===== config.mk =====
export PLATFORM = sky130hd
export DESIGN_NAME = rvmv_elem_packer_flat
export DESIGN_NICKNAME = d
export VERILOG_FILES = /design/src/rtl/rvmv_elem_packer_if.sv /design/src/rtl/rvmv_elem_packer.sv /design/src/flat_wrapper.sv
export SDC_FILE = /design/constraint.sdc
export NUM_CORES = 1
export LEC_CHECK = 0
export ABC_AREA = 1
export BUFFER_PORTS_ARGS = -buffer_cell sky130_fd_sc_hd__buf_2
export CAP_MARGIN = 10
export CORE_MARGIN = 8
export CORE_UTILIZATION = 55
export CTS_BUF_LIST = sky130_fd_sc_hd__clkbuf_4
export DETAILED_ROUTE_END_ITERATION = 16
export GPL_TIMING_DRIVEN = 0
export PLACE_DENSITY = 0.9
export SLEW_MARGIN = 15
export SYNTH_ARGS = -nofsm -noshare
export SYNTH_HDL_FRONTEND = slang
export SYNTH_SLANG_ARGS = --single-unit

===== constraint.sdc =====
create_clock -name clock -period 2.3 [get_ports clock]
set_input_delay 0.115 -clock clock [delete_from_list [all_inputs] [get_ports clock]]
set_output_delay 0.115 -clock clock [all_outputs]
set_load 0.03 [all_outputs]

===== src/rtl/rvmv_elem_packer_if.sv =====
`default_nettype none
// ============================================================================
// Module   : rvmv_elem_packer_if
// Brief    : Element-in / packed-word-out handshake bundle for rvmv_elem_packer.
//            The master modport is the side that drives elements in and drains
//            words out. The slave modport is the packer itself.
// Revision : 1.0  initial release
// ============================================================================
interface rvmv_elem_packer_if #(
  parameter int DATA_W = 32
);
  logic [1:0]          ew_i;
  logic                in_valid_i;
  logic                in_ready_o;
  logic [31:0]         in_data_i;
  logic                in_last_i;
  logic                out_valid_o;
  logic                out_ready_i;
  logic [DATA_W-1:0]   out_data_o;
  logic [DATA_W/4-1:0] out_nmask_o;
  logic                out_last_o;

  modport master (
    output ew_i, in_valid_i, in_data_i, in_last_i, out_ready_i,
    input  in_ready_o, out_valid_o, out_data_o, out_nmask_o, out_last_o
  );

  modport slave (
    input  ew_i, in_valid_i, in_data_i, in_last_i, out_ready_i,
    output in_ready_o, out_valid_o, out_data_o, out_nmask_o, out_last_o
  );
endinterface
`default_nettype wire


===== src/rtl/rvmv_elem_packer.sv =====
`default_nettype none
// ============================================================================
// Module   : rvmv_elem_packer
// Brief    : Packs 4/8/16/32-bit elements LSB-first into DATA_W-bit words with
//            a per-nibble write mask. There is one accumulator and a one-deep
//            output buffer. Words are emitted when full or on the last element.
//            Optional macro RVMV_PACKER_STATS_EN adds a saturating 16-bit count
//            of output handshakes on stat_words_o.
// Revision : 1.0  initial release
// ============================================================================
module rvmv_elem_packer #(
  parameter int DATA_W = 32
) (
  input  logic               clock,
  input  logic               reset,
  rvmv_elem_packer_if.slave  bus
`ifdef RVMV_PACKER_STATS_EN
  ,
  output logic [15:0]        stat_words_o
`endif
);

  localparam int NIBS  = DATA_W / 4;
  localparam int CNT_W = $clog2(NIBS);
  localparam logic [1:0] C_EW8 = 2'b01;

  // Accumulator
  logic [DATA_W-1:0] acc_data_q,  acc_data_d;
  logic [NIBS-1:0]   acc_nmask_q, acc_nmask_d;
  logic [CNT_W-1:0]  cnt_q,       cnt_d;
  logic [1:0]        ew_q,        ew_d;

  // Output buffer
  logic [DATA_W-1:0] out_data_q,  out_data_d;
  logic [NIBS-1:0]   out_nmask_q, out_nmask_d;
  logic              out_last_q,  out_last_d;
  logic              out_valid_q, out_valid_d;

  logic              w_in_ready;
  logic              w_accept;
  logic              w_out_hs;
  logic              w_complete;
  logic [1:0]        w_ew_eff;
  logic [CNT_W-1:0]  w_last_idx;
  logic [31:0]       w_nib_off;
  logic [31:0]       w_elem_mask;
  logic [7:0]        w_lane_mask;
  logic [DATA_W-1:0] w_elem_data;
  logic [NIBS-1:0]   w_elem_nmask;
  logic [DATA_W-1:0] w_word_data;
  logic [NIBS-1:0]   w_word_nmask;

  // Handshakes.
  // in_ready depends only on the buffer state and on out_ready.
  assign w_in_ready = !out_valid_q || bus.out_ready_i;
  assign w_accept   = bus.in_valid_i && w_in_ready;
  assign w_out_hs   = out_valid_q && bus.out_ready_i;

  // The first element of a word takes ew_i. Later elements reuse the latched width.
  assign w_ew_eff   = (cnt_q == '0) ? bus.ew_i : ew_q;
  assign w_last_idx = CNT_W'((NIBS >> w_ew_eff) - 1);
  assign w_complete = w_accept && ((cnt_q == w_last_idx) || bus.in_last_i);

  // Element placement: element k starts at nibble k * (nibbles per element).
  assign w_nib_off  = 32'(cnt_q) << w_ew_eff;

  // Element data mask and nibble-lane mask for the effective width
  always_comb begin
    w_elem_mask = 32'hFFFF_FFFF;
    w_lane_mask = 8'hFF;
    case (w_ew_eff)
      2'b00:   begin w_elem_mask = 32'h0000_000F; w_lane_mask = 8'h01; end
      2'b01:   begin w_elem_mask = 32'h0000_00FF; w_lane_mask = 8'h03; end
      2'b10:   begin w_elem_mask = 32'h0000_FFFF; w_lane_mask = 8'h0F; end
      default: begin w_elem_mask = 32'hFFFF_FFFF; w_lane_mask = 8'hFF; end
    endcase
  end

  assign w_elem_data  = DATA_W'(bus.in_data_i & w_elem_mask) << (w_nib_off << 2);
  assign w_elem_nmask = NIBS'(w_lane_mask) << w_nib_off;
  assign w_word_data  = acc_data_q  | w_elem_data;
  assign w_word_nmask = acc_nmask_q | w_elem_nmask;

  // Next-state: accumulate, hand completed words to the buffer, drain on handshake
  always_comb begin
    acc_data_d  = acc_data_q;
    acc_nmask_d = acc_nmask_q;
    cnt_d       = cnt_q;
    ew_d        = ew_q;
    out_data_d  = out_data_q;
    out_nmask_d = out_nmask_q;
    out_last_d  = out_last_q;
    out_valid_d = out_valid_q;

    if (w_out_hs) begin
      out_valid_d = 1'b0;
    end

    // Accepting implies the buffer is empty or draining this cycle,
    // so a completed word may overwrite it without losing data.
    if (w_accept) begin
      ew_d = w_ew_eff;
      if (w_complete) begin
        acc_data_d  = '0;
        acc_nmask_d = '0;
        cnt_d       = '0;
        out_data_d  = w_word_data;
        out_nmask_d = w_word_nmask;
        out_last_d  = bus.in_last_i;
        out_valid_d = 1'b1;
      end else begin
        acc_data_d  = w_word_data;
        acc_nmask_d = w_word_nmask;
        cnt_d       = cnt_q + CNT_W'(1);
      end
    end
  end

  // State registers with synchronous reset
  always_ff @(posedge clock) begin
    if (reset) begin
      acc_data_q  <= '0;
      acc_nmask_q <= '0;
      cnt_q       <= '0;
      ew_q        <= C_EW8;
      out_data_q  <= '0;
      out_nmask_q <= '0;
      out_last_q  <= 1'b0;
      out_valid_q <= 1'b0;
    end else begin
      acc_data_q  <= acc_data_d;
      acc_nmask_q <= acc_nmask_d;
      cnt_q       <= cnt_d;
      ew_q        <= ew_d;
      out_data_q  <= out_data_d;
      out_nmask_q <= out_nmask_d;
      out_last_q  <= out_last_d;
      out_valid_q <= out_valid_d;
    end
  end

  assign bus.in_ready_o  = w_in_ready;
  assign bus.out_valid_o = out_valid_q;
  assign bus.out_data_o  = out_data_q;
  assign bus.out_nmask_o = out_nmask_q;
  assign bus.out_last_o  = out_last_q;

`ifdef RVMV_PACKER_STATS_EN
  logic [15:0] stat_q, stat_d;

  // Saturating count of output handshakes
  always_comb begin
    stat_d = stat_q;
    if (w_out_hs && (stat_q != 16'hFFFF)) begin
      stat_d = stat_q + 16'd1;
    end
  end

  // Statistics register
  always_ff @(posedge clock) begin
    if (reset) begin
      stat_q <= '0;
    end else begin
      stat_q <= stat_d;
    end
  end

  assign stat_words_o = stat_q;
`endif

endmodule
`default_nettype wire


===== src/flat_wrapper.sv =====
// flat-port wrapper written by rule: the top's interface ports become plain ports
module rvmv_elem_packer_flat 
#(
  parameter int DATA_W = 32
)
  (clock, reset, bus_ew_i, bus_in_valid_i, bus_in_data_i, bus_in_last_i, bus_out_ready_i, bus_in_ready_o, bus_out_valid_o, bus_out_data_o, bus_out_nmask_o, bus_out_last_o);
  rvmv_elem_packer_if #(.DATA_W(DATA_W)) bus_i ();
  input  logic clock;
  input  logic reset;
  input wire logic [$bits(bus_i.ew_i)-1:0] bus_ew_i;
  input wire logic [$bits(bus_i.in_valid_i)-1:0] bus_in_valid_i;
  input wire logic [$bits(bus_i.in_data_i)-1:0] bus_in_data_i;
  input wire logic [$bits(bus_i.in_last_i)-1:0] bus_in_last_i;
  input wire logic [$bits(bus_i.out_ready_i)-1:0] bus_out_ready_i;
  output wire logic [$bits(bus_i.in_ready_o)-1:0] bus_in_ready_o;
  output wire logic [$bits(bus_i.out_valid_o)-1:0] bus_out_valid_o;
  output wire logic [$bits(bus_i.out_data_o)-1:0] bus_out_data_o;
  output wire logic [$bits(bus_i.out_nmask_o)-1:0] bus_out_nmask_o;
  output wire logic [$bits(bus_i.out_last_o)-1:0] bus_out_last_o;
  assign bus_i.ew_i = bus_ew_i;
  assign bus_i.in_valid_i = bus_in_valid_i;
  assign bus_i.in_data_i = bus_in_data_i;
  assign bus_i.in_last_i = bus_in_last_i;
  assign bus_i.out_ready_i = bus_out_ready_i;
  assign bus_in_ready_o = bus_i.in_ready_o;
  assign bus_out_valid_o = bus_i.out_valid_o;
  assign bus_out_data_o = bus_i.out_data_o;
  assign bus_out_nmask_o = bus_i.out_nmask_o;
  assign bus_out_last_o = bus_i.out_last_o;
  rvmv_elem_packer #(.DATA_W(DATA_W)) u_core (.clock(clock), .reset(reset), .bus(bus_i));
endmodule

==> reports/metrics.yaml <==
status: "finished clean"
grt_usage_pct: 23.9
cts_made_buffers: 9
synth_common_cells: "149 x nand2_1, 87 x dfxtp_1, 56 x nor2_1"
synthTopCellsByArea: "dfxtp_1 43%, nand2_1 14%, a21oi_1 6.7%, o21ai_0 5.6%, nor2_1 5.2%"
hold_class: "input pin to flip-flop"
place_ws_ps: -172
grt_max_degree: 15
synthFlopType: "dfxtp_1"
comb_power_share_pct: 32.8
power.internal_uw: 2660
p_sw_share_pct: 36.1
p_leak_uw: 0.00252
synth.top_cell.area_share_pct: 43.3
num_vias: 4214
p_per_area_mw_per_mm2: 825
maxCapViolations: 0
drc: 0
synthCells: 563
synth_cell_types: 39
synth.avg_cell_area_um2: 7.14
antenna_found_initial: 1
grt_pass1_vias: 3969
vdd_drop_max_v: 0.000475
seqPwrFrac_pct: 41.0
synth_nets: 604
yosysWarnings: 0
synth-simple-area-share_pct: 29.3
fillers: 591
cts_tree: "built"
synthXorXnorAreaFrac_pct: 0.436
ys_seq_elements: 87
htree_levels: 3
grt_pass1_wl_um: 19200
final_antenna_net_count: 0
die_h_um: 101
period_needed_ps: 2230
core_area_mm2: 0.00718
cp.required_ps: 2710
avgRoutedWirePerCell_um: 15.9
globalplace.congestion: 0.922
stdcell_area_mm2: 0.00505
max_freq_ghz: 0.448
hpwl_um: 8910
synth.most_common_cell: "nand2_1"
path_class: "flip-flop to flip-flop"
die-width_um: 101
synth_area_leader_cell: "dfxtp_1"
worstPathArrival_ps: 2640
crit_fanout: 10
skew_ps: 8.00
layout.nets: 720
drt_wl_total_um: 12500
grt-ovfl-total: 0
slew_violations: 0
synth-edff-count: 0
async_flop_share_pct: 0
synthAdderAreaFrac_pct: 0.623
drt_iter0_drc: 311
avgViaCountPerCell: 5.38
clkPwrFrac_pct: 26.3
netlist_area_mm2: 0.00402
start_kind: "flip-flop"
clockBufferDepth: 2
final-setup-viol-count: 0
netSwitchingPower_uw: 1500
worst_slew_pin_slew_ps: 870
slew-limit-headroom_pct: 41.6
clk_latency_ps: 450
area_growth_pct: 25.6
root_buffer: "clkbuf_4"
fin_ws_ps: 69.5
initial_core_util_pct: 56.0
final_layout_size_suffix_gt1_share_pct: 26.6
cts.sinks: 87
cp-end-kind: "flip-flop"
clk_pin_slew_ps: 140
post-route-period-util_pct: 97.0
ios: 82
synth_top_family_by_area: "simple AND/OR/NAND/NOR gates"
port_buffers: 81
synth_compound_gate_area_share_pct: 18.1
dieArea_mm2: 0.0103
first_pass_iters: 4
dpl-instance-area_mm2: 0.00455
synth_seq_area_share_pct: 43.3
rows: 31
synthMuxAreaShare_pct: 0
finalHoldViolCount: 0
flip-flops by register name, indices dropped and copies added (netlist names):
signal	count
u_core.acc_nmask_q	8
u_core.bus.out_data_o	32
u_core.bus.out_valid_o	1
u_core.cnt_q	3
u_core.acc_data_q	32
u_core.bus.out_nmask_o	8
u_core.ew_q	2
u_core.bus.out_last_o	1
cell type report:
class / count / area (µm²) / area share (%)
flip-flops and latches: 87 / 1750 / 34.7
clock inverters: 6 / 108 / 2.13
clock buffers: 10 / 75.1 / 1.49
plain buffers: 22 / 149 / 2.95
diodes: 1 / 2.50 / 0.0496
multi-input cells: 400 / 2030 / 40.3
inverters: 54 / 218 / 4.31
well taps: 99 / 124 / 2.45
repair buffers: 105 / 588 / 11.7
layer usage:
| layer | wire, µm | vias up | GRT usage [%] | part of all wire, % |
|---|---|---|---|---|
| li1 | - | 2062 | - | - |
| met1 | 5170 | 1927 | 29.8 | 42 |
| met2 | 5920 | 191 | 38.9 | 48 |
| met3 | 969 | 34 | 3.44 | 7.8 |
| met4 | 386 | 0 | 13.1 | 3.1 |
| met5 | 0 | - | 0 | 0 |
final timing paths:
path	start	endpoint	slack, ps	depth (start not counted)
max reg2reg	u_core.cnt_q[1]	u_core.bus.out_data_o[17]	70	15
min	bus_in_data_i[17]	u_core.acc_data_q[17]	40	5
max	u_core.cnt_q[1]	u_core.bus.out_data_o[17]	70	15
min reg2reg	u_core.bus.out_data_o[26]	u_core.bus.out_data_o[26]	460	2
layout by cell type (no fill, tap or decap), types with 2 or more instances in the layout:
cell type / synthesis / routed
buf_6: 2 / 5
xor2_1: 2 / 2
inv_1: 47 / 45
clkbuf_1: 6 / 5
o21bai_1: 6 / 6
nor3_1: 8 / 8
nand3_1: 30 / 29
and2_1: 2 / 2
inv_2: 6 / 4
o21bai_2: 2 / 2
buf_4: 5 / 24
nand2_2: 5 / 6
o21ai_1: 9 / 10
nand2_4: 3 / 5
nand3_2: 1 / 2
dfxtp_1: 87 / 84
nand4_1: 6 / 6
nor2_2: 2 / 3
o21ai_4: 1 / 2
dfxtp_4: 0 / 2
o21ai_2: 2 / 2
nor2_4: 0 / 4
o211ai_1: 2 / 2
nand2_1: 149 / 146
nand3b_1: 2 / 2
buf_2: 8 / 88
o211a_1: 3 / 3
o21ai_0: 45 / 43
a21oi_2: 0 / 2
a21oi_1: 54 / 52
clkbuf_4: 0 / 11
nor2_1: 56 / 51
bufinv_16: 0 / 3
inv_4: 1 / 4
power by group through the flow:
stage	logic (µW)	registers, µW	clock network [µW]
finish	1360	1700	1090
global route	1480	1720	1170
CTS	1220	1700	1080
detailed placement	1180	1740	0
global placement	1160	1730	0
floorplan	692	1890	0
critical path, cell delays in order (launching register included):
cell and delay (ps):
dfxtp_4 400, inv_4 60, ha_4 170, nand2_2 90, nand2_2 70, nand2_4 120, buf_8 160, o21ai_2 80
o21ai_4 260, clkinv_4 140, nor2_8 170, buf_4 180, nand3_1 70, nand3_1 100, nand2_1 70, nand2_1 60
metrics by stage:
| stage | instances | total power, µW | setup TNS [ps] | hold WS (ps) | utilization, % |
|---|---|---|---|---|---|
| floorplan | 563 | 2580 | 0 | 184 | - |
| global placement | 743 | 2890 | -3200 | 363 | 63.4 |
| detailed placement | 743 | 2920 | -6160 | 381 | 63.4 |
| CTS | 766 | 4010 | -15.0 | 47.3 | 67.0 |
| global route | 784 | 4370 | -76.1 | 46.6 | 70.3 |
| finish | 784 | 4160 | 0 | 40.6 | 70.3 |
timing repair:
action | in CTS | in global routing
endpoints found under the hold margin | 2 | 0
gates resized for setup | 10 | 35
hold buffers | 1 | 0
setup endpoints to repair | 82 | 83
setup buffers | 6 | 17
cloned | 0 | 0
pin swaps | 3 | 7
cells by family (layout without fill, tap and decap cells):
kind of cell | Yosys count | in the layout
AND/OR/NAND/NOR | 268 | 268
adder cells (fa/ha/maj) | 2 | 2
XOR/XNOR | 2 | 2
other | 0 | 1
AO/OA/AOI/OAI | 128 | 128
buffers and inverters | 76 | 197
flip-flops | 87 | 87
Power figures use the tool's default switching activity.
